==> config.mk <==
export PLATFORM = sky130hd
export DESIGN_NAME = pipeline_hazard_controller
export DESIGN_NICKNAME = d
export VERILOG_FILES = /design/src/rtl/pipeline_hazard_controller_pkg.sv /design/src/rtl/pipeline_hazard_controller_hazard_detect.sv /design/src/rtl/pipeline_hazard_controller.sv
export SDC_FILE = /design/constraint.sdc
export NUM_CORES = 1
export LEC_CHECK = 0
export ABC_AREA = 1
export CORE_ASPECT_RATIO = 0.8
export CORE_UTILIZATION = 25
export CTS_CLUSTER_DIAMETER = 120
export DETAILED_ROUTE_END_ITERATION = 8
export PLACE_DENSITY = 0.47
export SLEW_MARGIN = 20
export SYNTH_ARGS = -nofsm -noshare
export SYNTH_HDL_FRONTEND = slang
export SYNTH_SLANG_ARGS = --single-unit
==> constraint.sdc <==
create_clock -name clock -period 4.95 [get_ports clock]
set_input_delay 1.485 -clock clock [delete_from_list [all_inputs] [get_ports clock]]
set_output_delay 1.485 -clock clock [all_outputs]
set_load 0.1 [all_outputs]
==> src/rtl/pipeline_hazard_controller_pkg.sv <==
// Shared types for the pipeline hazard controller: writeback classes, controller states
// and the register-match helper used by hazard detection.
package pipeline_hazard_controller_pkg;

    typedef enum logic [1:0] {
        WB_ALU = 2'd0,
        WB_MEM = 2'd1,
        WB_PC  = 2'd2,
        WB_CSR = 2'd3
    } writebackType_;

    typedef enum logic [1:0] {
        RUN        = 2'd0,
        MEM_WAIT   = 2'd1,
        TRAP_FLUSH = 2'd2
    } hazardState_;

    // x0 never creates a dependency, so a zero source register never matches
    function automatic logic regMatch(input logic [4:0] rs, input logic uses, input logic [4:0] rd);
        return uses && (rs != 5'd0) && (rs == rd);
    endfunction

endpackage

==> src/rtl/pipeline_hazard_controller_hazard_detect.sv <==
// Pure combinational load-use and CSR read-after-write hazard detection for the IF/ID instruction.
module hazard_detect
    import pipeline_hazard_controller_pkg::*;
(
    input  logic [4:0]    fetchDecodeRegister1,
    input  logic [4:0]    fetchDecodeRegister2,
    input  logic          fetchDecodeUsesRs1,
    input  logic          fetchDecodeUsesRs2,
    input  logic          fetchDecodeValid,
    input  logic          fetchDecodeCSRRead,
    input  logic [4:0]    decodeExecuteDestinationRegister,
    input  writebackType_ decodeExecuteWritebackType,
    input  logic          decodeExecuteValid,
    input  logic          decodeExecuteCSRWriteIntent,
    input  logic [4:0]    executeMemoryDestinationRegister,
    input  writebackType_ executeMemoryWritebackType,
    input  logic          executeMemoryValid,
    output logic          loadUse,
    output logic          csrHazard
);

    logic decodeExecuteLoad;
    logic executeMemoryLoad;
    logic matchDecodeExecute;
    logic matchExecuteMemory;

    // Loads forward only from MEM/WB, so a load still in ID/EX or EX/MEM blocks its consumer
    always_comb begin
        decodeExecuteLoad  = decodeExecuteValid && (decodeExecuteWritebackType == WB_MEM);
        executeMemoryLoad  = executeMemoryValid && (executeMemoryWritebackType == WB_MEM);
        matchDecodeExecute = regMatch(fetchDecodeRegister1, fetchDecodeUsesRs1, decodeExecuteDestinationRegister)
                          || regMatch(fetchDecodeRegister2, fetchDecodeUsesRs2, decodeExecuteDestinationRegister);
        matchExecuteMemory = regMatch(fetchDecodeRegister1, fetchDecodeUsesRs1, executeMemoryDestinationRegister)
                          || regMatch(fetchDecodeRegister2, fetchDecodeUsesRs2, executeMemoryDestinationRegister);
        loadUse   = fetchDecodeValid && ((decodeExecuteLoad && matchDecodeExecute)
                                      || (executeMemoryLoad && matchExecuteMemory));
        csrHazard = fetchDecodeValid && fetchDecodeCSRRead && decodeExecuteValid && decodeExecuteCSRWriteIntent;
    end

endmodule

==> src/rtl/pipeline_hazard_controller.sv <==
// Stall/flush sequencer for the 5-stage core: load-use/CSR bubbles, data-memory waits, branch/trap squash.
// Optional performance counters are built when HAZARD_PERF_COUNTERS_EN is defined.
module pipeline_hazard_controller
    import pipeline_hazard_controller_pkg::*;
#(
    parameter int unsigned TRAP_FLUSH_CYCLES = 2,
    parameter int unsigned MEM_TIMEOUT       = 255
) (
    input  logic          clock,
    input  logic          reset,
    input  logic [4:0]    fetchDecodeRegister1,
    input  logic [4:0]    fetchDecodeRegister2,
    input  logic          fetchDecodeUsesRs1,
    input  logic          fetchDecodeUsesRs2,
    input  logic          fetchDecodeValid,
    input  logic          fetchDecodeCSRRead,
    input  logic [4:0]    decodeExecuteDestinationRegister,
    input  writebackType_ decodeExecuteWritebackType,
    input  logic          decodeExecuteValid,
    input  logic          decodeExecuteCSRWriteIntent,
    input  logic [4:0]    executeMemoryDestinationRegister,
    input  writebackType_ executeMemoryWritebackType,
    input  logic          executeMemoryValid,
    input  logic          memRequest,
    input  logic          memReady,
    input  logic          branchTaken,
    input  logic          trapRequest,
    output logic          stallFetch,
    output logic          stallDecode,
    output logic          stallExecute,
    output logic          stallMemory,
    output logic          flushDecode,
    output logic          flushExecute,
    output logic          flushMemory,
    output logic          memTimeout,
`ifdef HAZARD_PERF_COUNTERS_EN
    output logic [31:0]   loadUseStallCount,
    output logic [31:0]   memWaitCycleCount,
    output logic [31:0]   flushEventCount,
`endif
    output logic [1:0]    controllerState
);

    localparam int unsigned WAIT_W = (MEM_TIMEOUT > 1) ? $clog2(MEM_TIMEOUT + 1) : 1;
    localparam logic [WAIT_W-1:0] WAIT_MAX  = WAIT_W'(MEM_TIMEOUT);
    localparam logic [3:0]        TRAP_LOAD = 4'(TRAP_FLUSH_CYCLES - 1);

    hazardState_       state;
    hazardState_       stateNext;
    logic [3:0]        trapCount;
    logic [WAIT_W-1:0] waitCount;
    logic              trapLoad;
    logic              waitStart;
    logic              memStall;
    logic              loadUse;
    logic              csrHazard;
    logic              rawStallFetch, rawStallDecode, rawStallExecute, rawStallMemory;
    logic              rawFlushDecode, rawFlushExecute, rawFlushMemory;

    hazard_detect detect (
        .fetchDecodeRegister1             (fetchDecodeRegister1),
        .fetchDecodeRegister2             (fetchDecodeRegister2),
        .fetchDecodeUsesRs1               (fetchDecodeUsesRs1),
        .fetchDecodeUsesRs2               (fetchDecodeUsesRs2),
        .fetchDecodeValid                 (fetchDecodeValid),
        .fetchDecodeCSRRead               (fetchDecodeCSRRead),
        .decodeExecuteDestinationRegister (decodeExecuteDestinationRegister),
        .decodeExecuteWritebackType       (decodeExecuteWritebackType),
        .decodeExecuteValid               (decodeExecuteValid),
        .decodeExecuteCSRWriteIntent      (decodeExecuteCSRWriteIntent),
        .executeMemoryDestinationRegister (executeMemoryDestinationRegister),
        .executeMemoryWritebackType       (executeMemoryWritebackType),
        .executeMemoryValid               (executeMemoryValid),
        .loadUse                          (loadUse),
        .csrHazard                        (csrHazard)
    );

    always_comb begin
        stateNext       = state;
        trapLoad        = 1'b0;
        waitStart       = 1'b0;
        rawStallFetch   = 1'b0;
        rawStallDecode  = 1'b0;
        rawStallExecute = 1'b0;
        rawStallMemory  = 1'b0;
        rawFlushDecode  = 1'b0;
        rawFlushExecute = 1'b0;
        rawFlushMemory  = 1'b0;
        // Once frozen, only memReady releases the wait; from RUN a fresh unready request starts one
        memStall = (state == MEM_WAIT) ? !memReady : (memRequest && !memReady);

        if (trapRequest) begin
            stateNext       = TRAP_FLUSH;
            trapLoad        = 1'b1;
            rawFlushDecode  = 1'b1;
            rawFlushExecute = 1'b1;
            rawFlushMemory  = 1'b1;
        end else if (state == TRAP_FLUSH) begin
            rawFlushDecode  = 1'b1;
            rawFlushExecute = 1'b1;
            rawFlushMemory  = 1'b1;
            if (trapCount == 4'd0) begin
                stateNext = RUN;
            end
        end else if (memStall) begin
            stateNext       = MEM_WAIT;
            waitStart       = (state != MEM_WAIT);
            rawStallFetch   = 1'b1;
            rawStallDecode  = 1'b1;
            rawStallExecute = 1'b1;
            rawStallMemory  = 1'b1;
        end else begin
            stateNext = RUN;
            if (branchTaken) begin
                rawFlushDecode  = 1'b1;
                rawFlushExecute = 1'b1;
            end else if (loadUse || csrHazard) begin
                rawStallFetch   = 1'b1;
                rawStallDecode  = 1'b1;
                rawFlushExecute = 1'b1;
            end
        end
    end

    // Flush overrides stall on the same stage; everything is quiet while reset is held
    always_comb begin
        stallFetch   = !reset && rawStallFetch;
        stallDecode  = !reset && rawStallDecode  && !rawFlushDecode;
        stallExecute = !reset && rawStallExecute && !rawFlushExecute;
        stallMemory  = !reset && rawStallMemory  && !rawFlushMemory;
        flushDecode  = !reset && rawFlushDecode;
        flushExecute = !reset && rawFlushExecute;
        flushMemory  = !reset && rawFlushMemory;
        controllerState = state;
    end

    always_ff @(posedge clock or posedge reset) begin
        if (reset) begin
            state      <= RUN;
            trapCount  <= '0;
            waitCount  <= '0;
            memTimeout <= 1'b0;
        end else begin
            state <= stateNext;
            if (trapLoad) begin
                trapCount <= TRAP_LOAD;
            end else if (state == TRAP_FLUSH && trapCount != 4'd0) begin
                trapCount <= trapCount - 4'd1;
            end
            if (waitStart) begin
                waitCount <= WAIT_W'(1);
            end else if (state == MEM_WAIT && waitCount < WAIT_MAX) begin
                waitCount <= waitCount + WAIT_W'(1);
            end
            if (state == MEM_WAIT && MEM_TIMEOUT != 0 && waitCount == WAIT_MAX) begin
                memTimeout <= 1'b1;
            end
        end
    end

`ifdef HAZARD_PERF_COUNTERS_EN
    // A load-use bubble is the hazard path (decode held, execute not) caused by a load
    always_ff @(posedge clock or posedge reset) begin
        if (reset) begin
            loadUseStallCount <= '0;
            memWaitCycleCount <= '0;
            flushEventCount   <= '0;
        end else begin
            if (rawStallDecode && !rawStallExecute && loadUse) begin
                loadUseStallCount <= loadUseStallCount + 32'd1;
            end
            if (state == MEM_WAIT) begin
                memWaitCycleCount <= memWaitCycleCount + 32'd1;
            end
            if (trapRequest || (rawFlushDecode && !rawFlushMemory)) begin
                flushEventCount <= flushEventCount + 32'd1;
            end
        end
    end
`endif

endmodule

# Yosys cells after proc, flatten, opt, wreduce, memory -nomap -nowiden
# Index checks and enable logic that the tools add are counted.
classes:
  reduce_logical: 41
  n_eq_ne: 11
  order_cmp: 1
  n_mux: 31
  add_sub_neg: 2
op_table:
  columns: ["op", "count"]
  rows:
  - ["$logic_and 1x1->1", 26]
  - ["$mux 1", 24]
  - ["$eq 5x5->1", 4]
  - ["$mux 8", 2]
  - ["$reduce_bool 5->1", 2]
  - ["$add 8x1->8 const B", 1]
  - ["$eq 8x8->1 const B", 1]
  - ["$lt 8x8->1 const B", 1]
  - ["$mux 4", 2]
  - ["$eq 2x1->1 const B", 3]
  - ["$mux 2", 3]
  - ["$logic_not 1->1", 5]
  - ["$logic_not 4->1", 1]
  - ["$logic_or 1x1->1", 4]
  - ["$reduce_bool 2->1", 2]
  - ["$reduce_bool 4->1", 1]
  - ["$sub 4x1->4 const B", 1]
  - ["$ne 3x3->1 const B", 1]
  - ["$eq 2x2->1 const B", 1]
  - ["$ne 2x1->1 const B", 1]
totals:
  reg_bits: 15
  out_inout_bits: 10
  in_bits: 37
  word_cells: 90

# Logic depth before layout (Yosys ltp)
logic_depth:
  depth_word: 15
  ltp_mapped: 11
  depth_no_buf: 11

# Cells and area by module
# From an unflattened synthesis, not the netlist that was laid out.
hier_totals:
  cells_unflattened: 189
  hier_area_um2: 1331.3
by_module_without_submodules:
  columns: ["mod", "area_each_um2", "cells_each", "n_inst", "seq_area_each_um2"]
  rows:
  - ["pipeline_hazard_controller", 965.9, 122, 1, 375.4]
  - ["hazard_detect", 365.4, 67, 1, 0.0]

# Least setup slack after synthesis
# Ideal clock, no wire load.
synth_path:
  kind: "input to output"
  startpoint: "in trapRequest"
  endpoint: "out stallDecode"
  required_ns: 3.465
  n_path_buf: 0
  arrival_time_ns: 3.949
  stages: 4
  setup_slack_ns: -0.484
  cell_sequence: "nor2_2 > nand2_2 > nor2_1 > o21bai_1"
synth_between:
  elab_chain_cells: 3
  word_cells_on_any_way: 5
  cone_classes: "2 x mux; 3 x reduce/logical"
synth_lines:
  columns: ["element", "line_no", "source"]
  rows:
  - ["start: declaration", "pipeline_hazard_controller.sv:27", "input logic trapRequest,"]
  - ["$mux 1", "pipeline_hazard_controller.sv:92", "if (trapRequest) begin"]
  - ["$logic_and 1x1->1 / $logic_not 1->1 (equally long branches)", "pipeline_hazard_controller.sv:128", "stallDecode = !reset && rawStallDecode && !rawFlushDecode;"]
  - ["$logic_and 1x1->1 (*)", "pipeline_hazard_controller.sv:128", null]
  - ["end: declaration", "pipeline_hazard_controller.sv:29", "output logic stallDecode,"]
# Mark *: on every way between the ends. The rest lies on a longest branch, timed or not.

# Final worst setup path
layout_path:
  startpoint: "in fetchDecodeRegister1[2]"
  endpoint: "out stallDecode"
layout_between:
  elab_chain_cells: 15
  word_cells_on_any_way: 20
  cone_classes: "2 x eq/ne; 5 x mux; 13 x reduce/logical"
layout_lines:
  columns: ["element", "line_no", "source"]
  rows:
  - ["start: declaration", "pipeline_hazard_controller.sv:11", "input logic [4:0] fetchDecodeRegister1,"]
  - ["$reduce_bool 5->1", "pipeline_hazard_controller_pkg.sv:20", "return uses && (rs != 5'd0) && (rs == rd);"]
  - ["$logic_and 1x1->1 (2 in a row)", "pipeline_hazard_controller_pkg.sv:20", null]
  - ["$logic_or 1x1->1, on equally long branches", "pipeline_hazard_controller_hazard_detect.sv:32, pipeline_hazard_controller_hazard_detect.sv:34", null]
  - ["$logic_and 1x1->1, on equally long branches", "pipeline_hazard_controller_hazard_detect.sv:35, pipeline_hazard_controller_hazard_detect.sv:36", null]
  - ["$logic_or 1x1->1 (*)", "pipeline_hazard_controller_hazard_detect.sv:36", "|| (executeMemoryLoad && matchExecuteMemory));"]
  - ["$logic_and 1x1->1 (*)", "pipeline_hazard_controller_hazard_detect.sv:35", "loadUse = fetchDecodeValid && ((decodeExecuteLoad && matchDecodeExecute)"]
  - ["$logic_or 1x1->1 (*)", "pipeline_hazard_controller.sv:117", "end else if (loadUse || csrHazard) begin"]
  - ["$mux 1 (*)", "pipeline_hazard_controller.sv:117", null]
  - ["$mux 1 (*)", "pipeline_hazard_controller.sv:114", "if (branchTaken) begin"]
  - ["$mux 1 (*)", "pipeline_hazard_controller.sv:105", "end else if (memStall) begin"]
  - ["$mux 1 (*)", "pipeline_hazard_controller.sv:98", "end else if (state == TRAP_FLUSH) begin"]
  - ["$mux 1 (*)", "pipeline_hazard_controller.sv:92", null]
  - ["$logic_and 1x1->1 (*) (2 in a row)", "pipeline_hazard_controller.sv:128", null]
# Marks and branches as above.

==> reports/qor.yml <==
die:
  floorplan.initialDensity_pct: 26.2
  fp.dieArea_um2: 5100
  boundaryPins: 47
  core-area_um2: 4600
  die-height_um: 64.1
  fp.dieW_um: 79.6
  std_cell_rows: 22
synth:
  netlist_instances: 182
  share_of_the_synthesized_area_in_the_top_cell_type_pct: 31.2
  yosys.area_share.xor_xnor_pct: 10.2
  yosys.cell_types.count: 26
  post_synth_and_or_nand_nor_area_fraction_pct: 36.8
  postSynthAreaPerCell_um2: 6.61
  synth_nets: 222
  synth-seq-area-share_pct: 31.2
  yosys_warnings: 0
  synth_top_family_by_area: "simple AND/OR/NAND/NOR gates"
  yosys-top-cells-area: "sky130_fd_sc_hd__dfrtp_1 31%, sky130_fd_sc_hd__nand2_1 14%, sky130_fd_sc_hd__nor2_1 9.0%"
  synth_compound_gate_area_share_pct: 9.36
  synth.area.mux_share_pct: 0
  syn_area_um2: 1200
  yosys.area_share.adder_pct: 3.12
  synth-seq-cells: 15
  dominant_cell_type_by_area_after_synthesis: "sky130_fd_sc_hd__dfrtp_1"
clock_network:
  post_cts.resized_instances: 0
  numClockSinks: 15
  cts_root_buffer: "sky130_fd_sc_hd__clkbuf_8"
  ctsHoldBuffers: 0
  cts_h_tree_depth: 1
  later_pin_clock_latency_in_the_skew_report_ns: 0.26
  cts.path.max_buffers: 2
  clk_transition_reported_paths_ns: 0.07
  tritoncts: "yes"
  numCtsBuffers: 3
  cts_post_setup_buffers_inserted: 0
timing:
  max_slew_margin_pct: 35.4
  post-route-period-util_pct: 94.0
  worst_pin_slew_ns: 0.966
  final.setup_skew_ns: 0.00850
  layout_min_cycle_time_ns: 4.65
  setup_violations: 0
  post-route-worst-setup-slack_ns: 0.298
  rsz_0062_raised_after_global_routing: "no"
  max_freq_ghz: 0.215
  finalSetupTns_ns: 0
  hold_violations: 0
  timing.final.max_slew_violations: 0
  holdWs_ns: 0.474
detailed_routing:
  drt-wirelength-per-cell_um: 10.7
  routed_wl_mm: 3.16
  num_vias: 1224
  ant_nets: 0
  drt_pass1_iterations: 6
  drt_iter0_markers: 36
  drc: 0
  via_per_inst: 4.16
power_and_ir_drop:
  clock_power_share_pct: 18.0
  pwr_density_cell_nw_per_um2: 316
  design_power_total_mw: 0.588
  combinational_share_of_power_pct: 50.0
  power.sequential.fraction_pct: 32.0
  p_int_mw: 0.327
  power_leakage_nw: 0.882
  proportion_of_total_power_due_to_net_switching_pct: 44.5
  netSwitchingPower_mw: 0.262
  worst_ir_drop_vdd_mv: 0.136
layout:
  flow.area_growth_from_synthesis_pct: 54.9
  diodes: 0
  drive_above_1_share_pct: 12.0
  layout.cells.most_common: "sky130_fd_sc_hd__nand2_1"
  final_design_area_no_fill_um2: 1860
  most-common-layout-cells: "45 x sky130_fd_sc_hd__nand2_1, 39 x sky130_fd_sc_hd__clkdlybuf4s50_1, 28 x sky130_fd_sc_hd__inv_1, 28 x sky130_fd_sc_hd__nor2_1, 15 x sky130_fd_sc_hd__dfrtp_1"
  design.final.nets: 275
worst_setup_path:
  timing.setup.critical_path_class: "in -> out"
  crit_path_top_delay_cell: "sky130_fd_sc_hd__clkdlybuf4s50_1"
  gate_family_responsible_for_the_most_delay_along_the_worst_path: "buffers and inverters"
  startpoint_type: "primary input"
  critPathMostFrequentCell: "sky130_fd_sc_hd__nand2_1"
  cp-end-kind: "output pin"
  critical_path.n_buffers_inverters: 3
  path_max_fanout: 3
  worstReg2RegStart: "waitCount[0]"
  timing.critical_path.required_ns: 3.46
  path_cells: "clkdlybuf4s50_1 > inv_1 > nand2_1 > nand2_1 > nand2_1 > nor2_1 > nand3_1 > nand2_1 > nand2_1 > nand3_1 > nand2_1 > o21bai_1 > buf_12"
  crit_path_largest_cell_delay_ns: 0.46
  critical_path_startpoint: "fetchDecodeRegister1[2]"
  critical_path_arrival_ns: 3.17
global_route:
  grt_antenna_before_repair: 0
  via_count_of_the_first_global_routing_pass: 1139
  globalRoute.totalOverflow: 0
  grt_pass1_wl_mm: 5.42
  global_route.usage.total_pct: 13.5
  pin_count_of_the_biggest_net_entering_global_routing: 16
placement:
  detailedPlacementHpwl_mm: 2.63
  io_buffers: 46
  dpl_worst_slack_ns: 0.317
  gp_congestion: 0.773
  postPlaceCellArea_um2: 1820
flow_run:
  max_cap_violations: 0
run_status:
  outcome: "finished clean"
min_path:
  min_from: "memTimeout"
  hold_path_class: "reg -> reg"
[final timing paths]
path	to	slack [ns]	depth (start not counted)
setup / recovery	stallDecode	0.30	13
hold / removal	memTimeout	0.47	1
setup reg to reg	waitCount[7]	3.40	9
hold reg to reg	memTimeout	0.47	1
max in group asynchronous	trapCount[1]	3.07	3
min in group asynchronous	memTimeout	1.69	3
[power groups by stage]
stage | Clock [mW] | Combinational [mW] | Sequential [mW]
finish | 0.106 | 0.294 | 0.188
detailed placement | 0 | 0.295 | 0.189
CTS | 0.108 | 0.297 | 0.188
global route | 0.115 | 0.324 | 0.193
floorplan | 0 | 0.172 | 0.216
global placement | 0 | 0.296 | 0.191
[per-stage QoR]
step           utilization [%]  std cells
2_1_floorplan                -        182
3_3_place_gp              39.5        290
3_5_place_dp              39.5        290
4_1_cts                   40.6        294
5_1_grt                   40.6        294
6_report                  40.6        294
[area by class of cell]
cell class | count | area (um^2)
flip-flops and latches | 15 | 375
multi-input cells | 137 | 722
well taps | 60 | 75.1
clock buffers | 3 | 41.3
clock inverters | 1 | 5.00
repair buffers | 48 | 533
fillers | 493 | 2730
inverters | 30 | 113
[state kept, by name, indices dropped and copies added, names as in the netlist]
name	cells
waitCount	8
trapCount	4
controllerState	2
memTimeout	1
[worst register-to-register path: cells and delay by family (launching register included)]
kind          cells  cell delay (ns)
simple gates      7             0.69
flops             1             0.41
fa+ha+maj         1             0.21
buf+inv           1             0.13
[cell families (layout without fill, tap and decap cells)]
logic type	Yosys count	in the layout
AND/OR/NAND/NOR	101	101
buffers and inverters	30	82
AO/OA/AOI/OAI	19	19
flip-flops	15	15
XOR/XNOR	14	14
adder cells (fa/ha/maj)	3	3
[cell usage after synthesis]
| master | count |
|---|---|
| sky130_fd_sc_hd__nand2_1 | 45 |
| sky130_fd_sc_hd__nand2_2 | 3 |
| sky130_fd_sc_hd__or2_2 | 1 |
| sky130_fd_sc_hd__nor2_1 | 29 |
| sky130_fd_sc_hd__ha_1 | 3 |
| sky130_fd_sc_hd__o22ai_1 | 1 |
| sky130_fd_sc_hd__xor2_1 | 11 |
| sky130_fd_sc_hd__o21ai_1 | 2 |
| sky130_fd_sc_hd__inv_1 | 28 |
| sky130_fd_sc_hd__a211oi_1 | 1 |
| sky130_fd_sc_hd__a31oi_1 | 1 |
| sky130_fd_sc_hd__nand4_1 | 2 |
| sky130_fd_sc_hd__a21oi_2 | 1 |
| sky130_fd_sc_hd__inv_2 | 2 |
| sky130_fd_sc_hd__o21ai_0 | 4 |
| sky130_fd_sc_hd__dfrtp_1 | 15 |
| sky130_fd_sc_hd__a21oi_1 | 6 |
| sky130_fd_sc_hd__nand3b_1 | 1 |
| sky130_fd_sc_hd__xnor2_1 | 3 |
| sky130_fd_sc_hd__nor2_2 | 3 |
| sky130_fd_sc_hd__nor3_1 | 5 |
| sky130_fd_sc_hd__nor2_4 | 2 |
| sky130_fd_sc_hd__o21bai_1 | 2 |
| sky130_fd_sc_hd__and3b_1 | 1 |
| sky130_fd_sc_hd__a31o_2 | 1 |
| sky130_fd_sc_hd__nand3_1 | 9 |
[layer usage]
metal | global-route usage (%) | share of wire, %
met4 | 2.05 | 0.35
met2 | 20.2 | 40
met5 | 0 | 0
met3 | 2.14 | 4.6
met1 | 20.5 | 55
(Power assumes the default switching activity.)
